`config.mk`:
```
export PLATFORM = sky130hd
export DESIGN_NAME = uart_tx
export DESIGN_NICKNAME = d
export VERILOG_FILES = /design/src/rtl/uart_pkg.sv /design/src/rtl/baud_tick_gen.sv /design/src/rtl/uart_tx.sv
export SDC_FILE = /design/constraint.sdc
export NUM_CORES = 1
export LEC_CHECK = 0
export CELL_PAD_IN_SITES_DETAIL_PLACEMENT = 0
export CELL_PAD_IN_SITES_GLOBAL_PLACEMENT = 1
export CORE_MARGIN = 5
export CORE_UTILIZATION = 25
export DETAILED_ROUTE_END_ITERATION = 8
export HOLD_SLACK_MARGIN = 0.1
export PLACE_DENSITY_LB_ADDON = 0.1
export REMOVE_ABC_BUFFERS = 1
export SYNTH_ARGS = -nofsm -noshare
export SYNTH_HDL_FRONTEND = slang
export SYNTH_SLANG_ARGS = --single-unit
```
`constraint.sdc`:
```
create_clock -name clk -period 2.7 [get_ports clk]
set_input_delay 0.54 -clock clk [delete_from_list [all_inputs] [get_ports clk]]
set_output_delay 0.54 -clock clk [all_outputs]
set_load 0.02 [all_outputs]
```
`src/rtl/uart_pkg.sv`:
```
// Shared UART types and constants used by the transmitter and receiver.
package uart_pkg;

  typedef enum logic [1:0] {
    IDLE  = 2'd0,
    START = 2'd1,
    DATA  = 2'd2,
    STOP  = 2'd3
  } uart_state_t;

  // Baud ticks per bit period.
  localparam int OVERSAMPLE = 16;

endpackage

```
`src/rtl/baud_tick_gen.sv`:
```
// Free-running 16x baud tick generator: one-cycle tick every dvsr+1 clocks.
// A synchronous clear restarts the count so a frame begins on a full period.
module baud_tick_gen #(
  parameter int DVSR_W = 11
) (
  input  logic              clk,
  input  logic              reset,
  input  logic              clr,
  input  logic [DVSR_W-1:0] dvsr,
  output logic              tick
);

  logic [DVSR_W-1:0] r_cnt;

  assign tick = (r_cnt == dvsr);

  // Count 0..dvsr and wrap on the tick; clr forces the count back to zero.
  always_ff @(posedge clk or posedge reset) begin
    if (reset) begin
      r_cnt <= '0;
    end else if (clr) begin
      r_cnt <= '0;
    end else if (tick) begin
      r_cnt <= '0;
    end else begin
      r_cnt <= r_cnt + DVSR_W'(1);
    end
  end

endmodule

```
`src/rtl/uart_tx.sv`:
```
// UART transmitter draining a show-ahead FIFO: pops a word in IDLE, then sends
// start bit, DBIT data bits LSB first and SB_TICK ticks of stop level.
module uart_tx
  import uart_pkg::*;
#(
  parameter int DBIT    = 8,
  parameter int SB_TICK = 16,
  parameter int DVSR_W  = 11
) (
  input  logic              clk,
  input  logic              reset,
  input  logic [DVSR_W-1:0] dvsr,
  input  logic              fifo_empty,
  input  logic [DBIT-1:0]   fifo_rd_data,
  output logic              fifo_rd,
  output logic              tx,
  output logic              tx_busy
);

  // Tick counter must be wide enough to reach SB_TICK-1 for long stop bits.
  localparam int S_W = (SB_TICK > OVERSAMPLE) ? $clog2(SB_TICK) : 4;
  localparam int N_W = (DBIT > 1) ? $clog2(DBIT) : 1;
  localparam logic [S_W-1:0] S_BIT_LAST  = S_W'(OVERSAMPLE - 1);
  localparam logic [S_W-1:0] S_STOP_LAST = S_W'(SB_TICK - 1);
  localparam logic [N_W-1:0] N_LAST      = N_W'(DBIT - 1);

  uart_state_t       r_state;
  uart_state_t       w_state_next;
  logic [S_W-1:0]    r_s;
  logic [S_W-1:0]    w_s_next;
  logic [N_W-1:0]    r_n;
  logic [N_W-1:0]    w_n_next;
  logic [DBIT-1:0]   r_b;
  logic [DBIT-1:0]   w_b_next;
  logic [DVSR_W-1:0] r_dvsr_q;
  logic              r_tx;
  logic              w_tx_next;
  logic              w_tick;
  logic              w_pop;

  // Pop only from IDLE with data available; held off while reset is asserted.
  assign w_pop = ~reset & (r_state == IDLE) & ~fifo_empty;
  assign tx    = r_tx;

  baud_tick_gen #(
    .DVSR_W(DVSR_W)
  ) u_baud (
    .clk   (clk),
    .reset (reset),
    .clr   (w_pop),
    .dvsr  (r_dvsr_q),
    .tick  (w_tick)
  );

  // FSM state register.
  always_ff @(posedge clk or posedge reset) begin
    if (reset) begin
      r_state <= IDLE;
    end else begin
      r_state <= w_state_next;
    end
  end

  // Datapath registers: tick/bit counters, shift register, divisor copy, tx line.
  always_ff @(posedge clk or posedge reset) begin
    if (reset) begin
      r_s      <= '0;
      r_n      <= '0;
      r_b      <= '0;
      r_dvsr_q <= '0;
      r_tx     <= 1'b1;
    end else begin
      r_s  <= w_s_next;
      r_n  <= w_n_next;
      r_b  <= w_b_next;
      r_tx <= w_tx_next;
      if (w_pop) begin
        r_dvsr_q <= dvsr;
      end
    end
  end

  // Next-state and counter/shift update logic.
  always_comb begin
    w_state_next = r_state;
    w_s_next     = r_s;
    w_n_next     = r_n;
    w_b_next     = r_b;
    case (r_state)
      IDLE: begin
        if (w_pop) begin
          w_b_next     = fifo_rd_data;
          w_s_next     = '0;
          w_state_next = START;
        end else begin
          w_state_next = IDLE;
        end
      end
      START: begin
        if (w_tick) begin
          if (r_s == S_BIT_LAST) begin
            w_s_next     = '0;
            w_n_next     = '0;
            w_state_next = DATA;
          end else begin
            w_s_next = r_s + S_W'(1);
          end
        end else begin
          w_s_next = r_s;
        end
      end
      DATA: begin
        if (w_tick) begin
          if (r_s == S_BIT_LAST) begin
            w_s_next = '0;
            w_b_next = r_b >> 1;
            if (r_n == N_LAST) begin
              w_state_next = STOP;
            end else begin
              w_n_next = r_n + N_W'(1);
            end
          end else begin
            w_s_next = r_s + S_W'(1);
          end
        end else begin
          w_s_next = r_s;
        end
      end
      STOP: begin
        if (w_tick) begin
          if (r_s == S_STOP_LAST) begin
            w_state_next = IDLE;
          end else begin
            w_s_next = r_s + S_W'(1);
          end
        end else begin
          w_s_next = r_s;
        end
      end
      default: begin
        w_state_next = IDLE;
      end
    endcase
  end

  // Output decode: pop strobe, busy flag and next serial line level.
  always_comb begin
    fifo_rd = w_pop;
    tx_busy = (r_state != IDLE);
    case (r_state)
      IDLE:    w_tx_next = 1'b1;
      START:   w_tx_next = 1'b0;
      DATA:    w_tx_next = r_b[0];
      STOP:    w_tx_next = 1'b1;
      default: w_tx_next = 1'b1;
    endcase
  end

endmodule

```
==> out/qor.yml <==
ant_nets: 0
hp-class: "register to register"
die_x_um: 104
status: "finished, final reports clean"
overflow: 0
initial_utilization: 0.253
yosysMostFrequentCell: "dfrtp_1"
drt_iter0_markers: 32
slew_violations: 0
timing.final.hold_violations: 0
grtUsageTotal: 0.0930
clockRootBuffer: "clkbuf_8"
min_period_over_period: 0.874
antenna_found_initial: 0
total_power_mw: 2.65
synth.area.top_cells: "dfrtp_1, mux2_2, xnor2_1"
min_from: "r_b[6]"
worst_slack_ns: 0.339
vias_per_cell: 4.46
post-route-cell-area_um2: 2670
port_buffers: 24
synth_edf_count: 0
path_class: "register to output port"
ys_seq_area_frac: 0.458
antenna_cells: 0
hold_end: "r_b[6]"
cts_tree: "yes"
final-setup-viol-count: 0
dieArea_um2: 10700
r2r-end: "r_b[3]"
nNetsFinal: 264
rows: 34
place_congestion: 0.667
max_freq_mhz: 424
ys_seq_elements: 40
avgSynthCellArea_um2: 10.9
worst_pin_slew_ns: 0.566
syn_to_final_growth_pct: 22.0
first_pass_iters: 4
synth_area_um2: 2190
synth.largest_area_cell: "dfrtp_1"
die_h_um: 104
crit_fanout: 4
end_kind: "output port"
power_leakage_nw: 1.18
hpwlAfterDp_mm: 3.37
r2r_setup_slack_ns: 0.40
whs_path_depth: 1
routedWlPerCell_um: 14.0
cts_max_level: 2
routed_wl_mm: 4.78
rr_worst_depth: 9
ios: 25
placed_area_um2: 2580
grt_start_max_net_pins: 41
rsz0062_at_grt: "no"
ys.flop_type: "dfrtp_1"
yosys-top-cells-count: "dfrtp_1, xnor2_1, nor2_1"
pre_cts_ws_ns: 0.151
core_um2: 8640
synthCells: 201
fillers: 898
clk_pin_slew_ns: 0.08
clock_skew_ns: 0.00542
cp_data_arrival_time_ns: 1.82
clk_latency_ns: 0.29
cts_made_buffers: 5
grt_first_pass_wirelength_mm: 8.21
drc: 0
relSlewSlack: 0.623
clk_path_buf_depth: 2
grt_pass1_vias: 1647
synth_cell_types: 34
fin_cells: 341
cts.sinks: 40
dp_cells: 333
layout_min_cycle_time_ns: 2.36
synthArstFlopShare: 1.00
layout-drive-gt1-share: 0.197
yosysWarnings: 0
r2r_start: "r_state[0]"
drv_cap: 0
yosys.area.top_type_share: 0.446
dr_total_vias: 1522
start_kind: "register"
vdd_drop_max_v: 0.000347
p_per_area_nw_per_um2: 991
worstPathRequired_ns: 2.16
-- layout by cell type (no fill, tap or decap), types with 6 or more instances in the layout --
cell type / count
mux2_2: 16
a21oi_1: 8
o22ai_1: 6
clkdlybuf4s50_1: 23
inv_1: 9
nand3_1: 13
mux2i_1: 8
clkbuf_8: 6
nand2_1: 8
buf_4: 6
nor2_1: 17
xnor2_1: 18
or2_2: 8
dfrtp_1: 39
ha_1: 10
-- area by class of cell --
class | instances | area (um2) | area share
Multi-Input combinational cell | 146 | 1120 | 0.421
Sequential cell | 40 | 1000 | 0.376
Timing Repair Buffer | 30 | 284 | 0.106
Tap cell | 108 | 135 | 0.0506
Clock buffer | 8 | 90.1 | 0.0338
Inverter | 9 | 33.8 | 0.0127
-- how the worst max path moves through the flow --
stage               startpoint       to  slack, ns  cells past startpoint
floorplan           r_state[0]   r_b[0]      -0.93                      8
global placement         reset  fifo_rd       0.12                      3
detailed placement       reset  fifo_rd       0.15                      3
CTS                 r_state[0]  fifo_rd       0.26                      5
global route        r_state[1]   r_b[0]       0.17                      9
finish              r_state[0]  fifo_rd       0.34                      5
-- layer usage --
layer,vias to the layer above,track usage,part of all wire
li1,765,-,-
met1,736,0.123,0.48
met2,15,0.151,0.49
met3,6,0.0218,0.021
met4,0,0.0281,0.013
met5,-,0,0
-- sequential cells by signal, indices dropped and copies added (netlist names) --
name / cells
r_dvsr_q: 11
u_baud.r_cnt: 11
r_b: 8
r_s: 4
r_n: 3
r_state: 2
tx: 1
-- where the power goes --
group / switching (mW) / leakage (nW) / internal, mW
sequential: 0.191 / 0.505 / 0.832
combinational: 0.578 / 0.634 / 0.624
clock: 0.213 / 0.0455 / 0.209
total: 0.982 / 1.18 / 1.66
-- worst max-delay path, cell delays in order (launching register included) --
cell           delay (ns)
dfrtp_1              0.43
inv_1                0.14
ha_1                 0.19
inv_1                0.09
nor3_2               0.31
dlygate4sd2_1        0.38
-- cell families after synthesis --
| kind of cell | synth area share |
|---|---|
| simple gates | 0.141 |
| flops | 0.458 |
| compound gates | 0.0829 |
| mux | 0.146 |
| xor+xnor | 0.0840 |
| buf+inv | 0.0309 |
| fa+ha+maj | 0.0572 |
-- repair_timing --
item | in CTS | in global routing
hold buffers | 0 | 0
buffers inserted | 0 | 0
resized for setup | 1 | 0
endpoints found under the setup margin | 1 | 0
-- metrics by stage --
stage / util / TNS [ns] / hold slack (ns)
2_1_floorplan: - / -16.72 / 0.473
3_3_place_gp: 0.299 / 0 / 0.492
3_5_place_dp: 0.299 / 0 / 0.490
4_1_cts: 0.309 / 0 / 0.509
5_1_grt: 0.309 / 0 / 0.531
6_report: 0.309 / 0 / 0.505
Note: power is estimated with default switching activity, not from simulation.
